File: config.mk
export PLATFORM = sky130hd
export DESIGN_NAME = invader_fleet
export DESIGN_NICKNAME = d
export VERILOG_FILES = /design/src/rtl/invader_fleet.sv
export SDC_FILE = /design/constraint.sdc
export NUM_CORES = 1
export LEC_CHECK = 0
export CORE_MARGIN = 2
export CORE_UTILIZATION = 40
export CTS_CLUSTER_SIZE = 40
export DETAILED_ROUTE_END_ITERATION = 7
export SYNTH_ARGS = -nofsm -noshare
export SYNTH_HDL_FRONTEND = slang
export SYNTH_SLANG_ARGS = --single-unit
File: constraint.sdc
create_clock -name dclk -period 6.8 [get_ports dclk]
set_input_delay 1.36 -clock dclk [delete_from_list [all_inputs] [get_ports dclk]]
set_output_delay 1.36 -clock dclk [all_outputs]
set_load 0.03 [all_outputs]
File: src/rtl/invader_fleet.sv
`default_nettype none
// ============================================================================
//  Module   : invader_fleet
//  Purpose  : Marching invader formation with bullet hit removal and
//             cleared / landed status for game control.
//  Revision : 1.0 - initial release
// ============================================================================
module invader_fleet #(
    parameter int          STEP_DIV   = 600000,
    parameter logic [19:0] INIT_ARRAY = 20'b0010_1010_1010_1010_1010,
    parameter logic [4:0]  INIT_LINE  = 5'd4,
    parameter logic [4:0]  LAND_LINE  = 5'd26
) (
    input  logic        dclk,
    input  logic        clr,
    input  logic        start,
    input  logic        enable,
    input  logic [4:0]  bulletX,
    input  logic [4:0]  bulletY,
    input  logic        bulletFlying,
    output logic [19:0] invArray,
    output logic [4:0]  invLine,
    output logic        hit,
    output logic [4:0]  alive,
    output logic        cleared,
    output logic        landed
);

    localparam int                 c_CNT_W   = $clog2(STEP_DIV);
    localparam logic [c_CNT_W-1:0] c_CNT_MAX = c_CNT_W'(STEP_DIV - 1);

    localparam logic [1:0] c_ST_IDLE    = 2'd0;
    localparam logic [1:0] c_ST_MARCH   = 2'd1;
    localparam logic [1:0] c_ST_LANDED  = 2'd2;
    localparam logic [1:0] c_ST_CLEARED = 2'd3;

    localparam logic c_DIR_RIGHT = 1'b0;
    localparam logic c_DIR_LEFT  = 1'b1;

    function automatic logic [4:0] f_popcount(input logic [19:0] v);
        logic [4:0] n;
        n = '0;
        for (int i = 0; i < 20; i++) begin
            n = n + {4'd0, v[i]};
        end
        return n;
    endfunction

    logic [1:0]         r_state;
    logic [19:0]        r_array;
    logic [4:0]         r_line;
    logic               r_dir;
    logic [c_CNT_W-1:0] r_count;
    logic               r_hit;
    logic [4:0]         r_alive;
    logic               r_cleared;
    logic               r_landed;

    logic [19:0]        w_hit_mask;
    logic               w_hit_now;
    logic [19:0]        w_post;
    logic               w_step;
    logic [1:0]         w_nxt_state;
    logic [19:0]        w_nxt_array;
    logic [4:0]         w_nxt_line;
    logic               w_nxt_dir;
    logic [c_CNT_W-1:0] w_nxt_count;
    logic               w_nxt_hit;

    always_comb begin
        w_hit_mask  = '0;
        w_hit_now   = 1'b0;
        w_step      = 1'b0;
        w_nxt_state = r_state;
        w_nxt_line  = r_line;
        w_nxt_dir   = r_dir;
        w_nxt_count = r_count;
        w_nxt_hit   = 1'b0;

        // A 20-bit mask shifted by an out-of-range column naturally becomes 0
        if (r_state == c_ST_MARCH && bulletFlying && bulletX < 5'd20 && bulletY == r_line)
            w_hit_mask = 20'd1 << bulletX;
        w_hit_now   = |(r_array & w_hit_mask);
        w_post      = r_array & ~w_hit_mask;
        w_nxt_array = w_post;
        w_nxt_hit   = w_hit_now;

        if (r_state == c_ST_MARCH && enable) begin
            if (r_count == c_CNT_MAX) begin
                w_nxt_count = '0;
                w_step      = 1'b1;
            end else begin
                w_nxt_count = r_count + 1'b1;
            end
        end

        if (w_step) begin
            if (r_dir == c_DIR_RIGHT) begin
                if (w_post[19]) begin
                    w_nxt_line = r_line + 5'd1;
                    w_nxt_dir  = c_DIR_LEFT;
                end else begin
                    w_nxt_array = w_post << 1;
                end
            end else begin
                if (w_post[0]) begin
                    w_nxt_line = r_line + 5'd1;
                    w_nxt_dir  = c_DIR_RIGHT;
                end else begin
                    w_nxt_array = w_post >> 1;
                end
            end
        end

        if (r_state == c_ST_MARCH) begin
            if (w_nxt_array == 20'd0)
                w_nxt_state = c_ST_CLEARED;
            else if (w_nxt_line == LAND_LINE)
                w_nxt_state = c_ST_LANDED;
        end

        // Start overrides any simultaneous hit or step
        if (start) begin
            w_nxt_state = c_ST_MARCH;
            w_nxt_array = INIT_ARRAY;
            w_nxt_line  = INIT_LINE;
            w_nxt_dir   = c_DIR_RIGHT;
            w_nxt_count = '0;
            w_nxt_hit   = 1'b0;
        end
    end

    always_ff @(posedge dclk or posedge clr) begin
        if (clr) begin
            r_state   <= c_ST_IDLE;
            r_array   <= INIT_ARRAY;
            r_line    <= INIT_LINE;
            r_dir     <= c_DIR_RIGHT;
            r_count   <= '0;
            r_hit     <= 1'b0;
            r_alive   <= f_popcount(INIT_ARRAY);
            r_cleared <= 1'b0;
            r_landed  <= 1'b0;
        end else begin
            r_state   <= w_nxt_state;
            r_array   <= w_nxt_array;
            r_line    <= w_nxt_line;
            r_dir     <= w_nxt_dir;
            r_count   <= w_nxt_count;
            r_hit     <= w_nxt_hit;
            r_alive   <= f_popcount(w_nxt_array);
            r_cleared <= (w_nxt_state == c_ST_CLEARED);
            r_landed  <= (w_nxt_state == c_ST_LANDED);
        end
    end

    assign invArray = r_array;
    assign invLine  = r_line;
    assign hit      = r_hit;
    assign alive    = r_alive;
    assign cleared  = r_cleared;
    assign landed   = r_landed;

endmodule
`default_nettype wire
# [Yosys cells after proc, flatten, opt, wreduce, memory -nomap -nowiden]
# Cells that the tools add are included.
[word_totals] register_bits=56 input_bits=15
[classes] add_sub_neg=21 order_cmp=1 n_eq_ne=6 shift=1 n_mux=26 n_bitwise=3 reduce_logical=8
[op_table] op="20-bit two-way mux" count=9
[op_table] op="5-bit by 1-bit adder with 5-bit output" count=15
[op_table] op="20-bit bitwise AND" count=2
[op_table] op="5-bit two-way mux" count=5
[op_table] op="20-bit by 1-bit adder with 20-bit output, second input constant" count=1
[op_table] op="20-bit == test, second input constant" count=1
[op_table] op="20-bit zero test" count=1
[op_table] op="20-bit NOT" count=1
[op_table] op="20-bit OR reduction" count=1
[op_table] op="1-bit by 5-bit << shifter with 20-bit output, first input constant" count=1
[op_table] op="1-bit two-way mux" count=8
[op_table] op="2-bit two-way mux" count=4
[op_table] op="4-bit by 1-bit adder with 5-bit output" count=1
[op_table] op="5-bit by 1-bit adder with 5-bit output, second input constant" count=1
[op_table] op="5-bit == test" count=1
[op_table] op="5-bit == test, second input constant" count=1
[op_table] op="5-bit < comparator, second input constant" count=1
[op_table] op="3-bit by 1-bit adder with 4-bit output" count=1
[op_table] op="2-bit == test, second input constant" count=2
[op_table] op="1-bit logical AND" count=4
[op_table] op="2-bit nonzero test" count=2
[op_table] op="2-bit by 1-bit adder with 3-bit output" count=1
[op_table] op="1-bit by 1-bit adder with 2-bit output" count=1
[op_table] op="2-bit by 1-bit == test with 1-bit output, second input constant" count=1

# [Depth between registers and ports, before layout]
[logic_depth] ltp_word=30 depth_mapped=23

# [Worst setup path before layout]
# No wires, ideal clock.
[synth_timing] path_kind="input port to flip-flop" start="in bulletX[3]" end="reg r_alive[4] (netlist: alive[4])" setup_time_ps=78 t_arrival_ps=6690 required_ps=6722 path_slack_ps=32 stages=20 n_path_buf=1 cell_sequence="clkbuf_1 > or2_1 > or3_1 > o31ai_2 > nand3_1 > and3_1 > o21ai_0 > fa_1 > inv_1 > fa_1 > fa_1 > fa_1 > inv_1 > fa_1 > ha_1 > inv_1 > fa_1 > inv_1 > a21oi_1 > o21bai_1"
[synth_between] word_cells_on_any_way=31 classes_between="19 x add/sub; 1 x order compare; 1 x shift; 6 x mux; 2 x bitwise; 2 x reduce/logical"
[synth_rtl] item="start: declaration" line_no="18" rtl="input logic [4:0] bulletX,"
[synth_rtl] item="5-bit < comparator" line_no="81" rtl="if (r_state == c_ST_MARCH && bulletFlying && bulletX < 5'd20 && bulletY == r_line)"
[synth_rtl] item="1-bit logical AND (2 in a row)" line_no="81"
[synth_rtl] item="20-bit two-way mux *" line_no="81"
[synth_rtl] item="20-bit NOT *" line_no="84" rtl="w_post = r_array & ~w_hit_mask;"
[synth_rtl] item="20-bit bitwise AND *" line_no="84"
[synth_rtl] item="20-bit two-way mux (on tied branches)" line_no="99, 106"
[synth_rtl] item="20-bit two-way mux" line_no="98" rtl="if (r_dir == c_DIR_RIGHT) begin"
[synth_rtl] item="20-bit two-way mux *" line_no="97" rtl="if (w_step) begin"
[synth_rtl] item="20-bit two-way mux *" line_no="123" rtl="if (start) begin"
[synth_rtl] item="net w_nxt_array[7]" line_no="64" rtl="logic [19:0] w_nxt_array;"
[synth_rtl] item="5-bit by 1-bit adder with 5-bit output * (13 in a row)" line_no="44" rtl="n = n + {4'd0, v[i]};"
[synth_rtl] item="end signal: assignment" line_no="141" rtl="r_alive <= f_popcount(INIT_ARRAY);"
[synth_rtl] item="end signal: assignment" line_no="151" rtl="r_alive <= f_popcount(w_nxt_array);"
[synth_rtl] item="end: declaration" line_no="55" rtl="logic [4:0] r_alive;"
# Mark *: on every way through the listed nets, which the timed path passes. The rest lies on a longest branch.
# A chain may end at the register's enable or synchronous reset.

# [Worst setup path in the final report]
[layout_timing] start="in bulletY[1]" end="reg r_alive[2] (netlist: alive[2])"
[layout_between] word_cells_on_any_way=29 classes_between="19 x add/sub; 1 x eq/ne; 6 x mux; 2 x bitwise; 1 x reduce/logical"
[layout_rtl] item="start: declaration" line_no="19" rtl="input logic [4:0] bulletY,"
[layout_rtl] item="5-bit == test *" line_no="81"
[layout_rtl] item="1-bit logical AND *" line_no="81"
[layout_rtl] item="20-bit two-way mux *" line_no="81"
[layout_rtl] item="20-bit NOT *" line_no="84"
[layout_rtl] item="20-bit bitwise AND *" line_no="84"
[layout_rtl] item="20-bit two-way mux (on tied branches)" line_no="99, 106"
[layout_rtl] item="20-bit two-way mux" line_no="98"
[layout_rtl] item="20-bit two-way mux *" line_no="97"
[layout_rtl] item="20-bit two-way mux *" line_no="123"
[layout_rtl] item="net w_nxt_array[9]" line_no="64"
[layout_rtl] item="5-bit by 1-bit adder with 5-bit output * (11 in a row)" line_no="44"
# Marks and branches as above.

==> reports/metrics.csv <==
metric,value,unit
leakage power,2.58,nW
most frequent cell after synthesis,nor2_1,
WL per Instance,17.5,um
Synth Net Count,495,
fraction of layout cells with a size suffix above 1,31.4,%
register area share after synthesis,34.6,%
Final Skew,0.00917,ns
final hold violation count,0,
initial DRC count,276,
met2 WL post-DR,5960,um
"FF+latch count, synth",56,
clk sinks,56,
M1 WL,5850,um
count of different cell masters after synthesis,72,
# diodes,0,
Syn Inst Count,457,
initial antenna violation count,0,
Area growth syn-to-layout,42.4,%
Critical Path Slowest Stage Cell,fa_1,
post-synthesis xor/xnor area fraction,4.93,%
most frequent CP cell,fa_1,
worst path cell trace,dlymetal6s2s_1 > xnor2_2 > nand3_2 > or3_4 > o31a_1 > o32ai_4 > a21oi_2 > or2_4 > fa_1 > inv_2 > fa_1 > fa_1 > fa_1 > inv_2 > fa_1 > ha_2 > inv_2 > fa_2 > buf_4 > xnor2_1,
TritonCTS Buffers,5,
main combinational cell family by area after synthesis,simple AND/OR/NAND/NOR gates,
peak supply drop,0.0000879,V
Nets,632,
first-pass GRT wire length,20500,um
mux share of post-synthesis cell area,2.36,%
Main synth FF type,dfrtp_1,
# port buffers,47,
RSZ-0062 raised after global routing,no,
synthesized area,4090,um^2
endpoints failing setup,0,
Synth top cells by count,"nor2_1, dfrtp_1, inv_1, nand2_1, a21oi_1",
fmax,152,MHz
Place WS,-0.512,ns
grt total ovfl,0,
die area,11100,um^2
largest net degree at the start of global routing,57,
Post-synth EDFFs,0,
post-synthesis compound-gate area fraction,19.8,%
worst path arrival time,6.78,ns
number of global-route vias before repair,3884,
Post-synth ARST share,100,%
clock latency on the worst-skew pair,0.32,ns
CP peak stage delay,0.54,ns
"Reg clk slew, reported paths",0.11,ns
fin crit share,96.5,%
Hold WC Path Type,reg -> reg,
Worst slew margin,37.7,%
final worst path period need,6.56,ns
dpl hpwl,9710,um
crit path max fanout,7,
crit path kind,in -> reg,
final wirelength,12800,um
Top delay family on crit path,adder cells,
Synth top area share,26.9,%
Required @ worst endpoint,7.02,ns
wire length on met3,627,um
drt first pass iters,5,
Initial Util,41.5,%
Pins Over Slew Limit,0,
Post-Synth Adder-Cell Area,9.61,%
# IOs,48,
worst slew pin tran,0.932,ns
vias per cell,5.51,
gpl congestion,0.973,
synth warn,0,
htree depth,2,
Mapped Avg Cell Area,8.95,um^2
CTS Root Cell,clkbuf_8,
power density cells,109,nW/um^2
# Max-Cap Violations,0,
Synth area leaders,"dfrtp_1, dfstp_2, fa_1, nor2_1, a21oi_1",
CP Launch Type,input port,
CTS tree,done,
WP buf/inv,5,
DRC violations left,0,
status,completed,
Inst Count DP,709,
clk buf depth,2,
simple-gate share of the synthesized area,23.4,%
post-route insts no fill,728,
chip height,105,um
Yosys top cell by area,dfrtp_1,
end-of-flow core utilization,59.0,%
CP endpoint kind,register,
GRT Overall Usage,23.4,%
Highest Signal Layer,met4,
total number of vias,4013,
Antenna Nets Post-Route,0,
Horiz. Die Dim,105,um
slack of the critical path,0.241,ns
core area,9860,um^2
CTS Hold Bufs,0,
# rows,36,
## per-layer routing
layer / global-route usage (%) / vias to the layer above
li1: - / 1906
met1: 33.2 / 1949
met2: 37.1 / 135
met3: 2.99 / 23
met4: 6.95 / 0
met5: 0 / -
## final timing paths
kind / from / slack, ns / cells after the start / end
setup reg to reg: r_count[15] / 0.29 / 19 / alive[2]
setup / recovery: bulletY[1] / 0.24 / 20 / alive[2]
hold reg to reg: r_count[4] / 0.51 / 1 / r_count[4]
hold / removal: r_count[4] / 0.51 / 1 / r_count[4]
max in group asynchronous: clr / 4.78 / 3 / invLine[4]
min in group asynchronous: clr / 1.55 / 3 / r_count[17]
## worst reg2reg max path, delay by kind of cell, from the launching register on
family                   cells  cell delay [ns]
adder cells (fa/ha/maj)      7             3.16
buffers and inverters        5             0.54
flip-flops                   1             0.44
AO/OA/AOI/OAI                2             0.29
XOR/XNOR                     1             0.11
AND/OR/NAND/NOR              4             1.88
## report_power, final
part | internal (W) | switching [W]
sequential | 0.000337 | 0.00000357
combinational | 0.0000398 | 0.0000521
clock | 0.0000828 | 0.000117
## cell type report
cell class | count | area (um^2)
Inverter | 35 | 131
Clock buffer | 6 | 82.6
Clock inverter | 2 | 15.0
Multi-Input combinational cell | 346 | 2700
Fill cell | 867 | 4040
Timing Repair Buffer | 150 | 1320
Tap cell | 133 | 166
Sequential cell | 56 | 1420
## layout by cell type, fill, tap and decap left out, drive strengths merged, types with 10 or more instances in the layout
cell,Yosys,layout
o21ai,16,16
fa,14,14
o31ai,10,10
nand2,35,35
a21oi,29,29
dfstp,12,12
nand3,20,20
clkdlybuf4s50,0,35
inv,35,35
o31a,12,12
xnor2,14,14
nor4,10,10
buf,3,102
dfrtp,44,44
nor2,45,45
dlymetal6s2s,0,12
## per-stage QoR
stage	TNS, ns	area (um^2)	total power (W)	hold WS (ns)
2_1_floorplan	0	4090	0.000391	0.469
3_3_place_gp	-1.75	5340	0.000429	0.498
3_5_place_dp	-1.74	5340	0.000431	0.503
4_1_cts	0	5480	0.000635	0.520
5_1_grt	0	5820	0.000663	0.554
6_report	0	5820	0.000633	0.514
## cell families (layout without fill, tap and decap cells)
| kind of cell | count (synthesis) | after routing |
|---|---|---|
| compound gates | 114 | 114 |
| simple gates | 177 | 177 |
| flops | 56 | 56 |
| buf+inv | 55 | 193 |
| mux | 9 | 9 |
| xor+xnor | 23 | 23 |
| fa+ha+maj | 23 | 23 |
## timing repair
action,CTS,global route
pin swaps,5,29
endpoints found under the setup margin,4,4
setup buffers,1,10
resized for setup,8,62
gates cloned,0,1
## state kept, by name, indices dropped and copies added, names as in the netlist
signal and count:
invArray 20, r_count 20, alive 5, invLine 5
r_state 2, cleared 1, hit 1, landed 1
r_dir 1
Power figures use the tool's default switching activity.
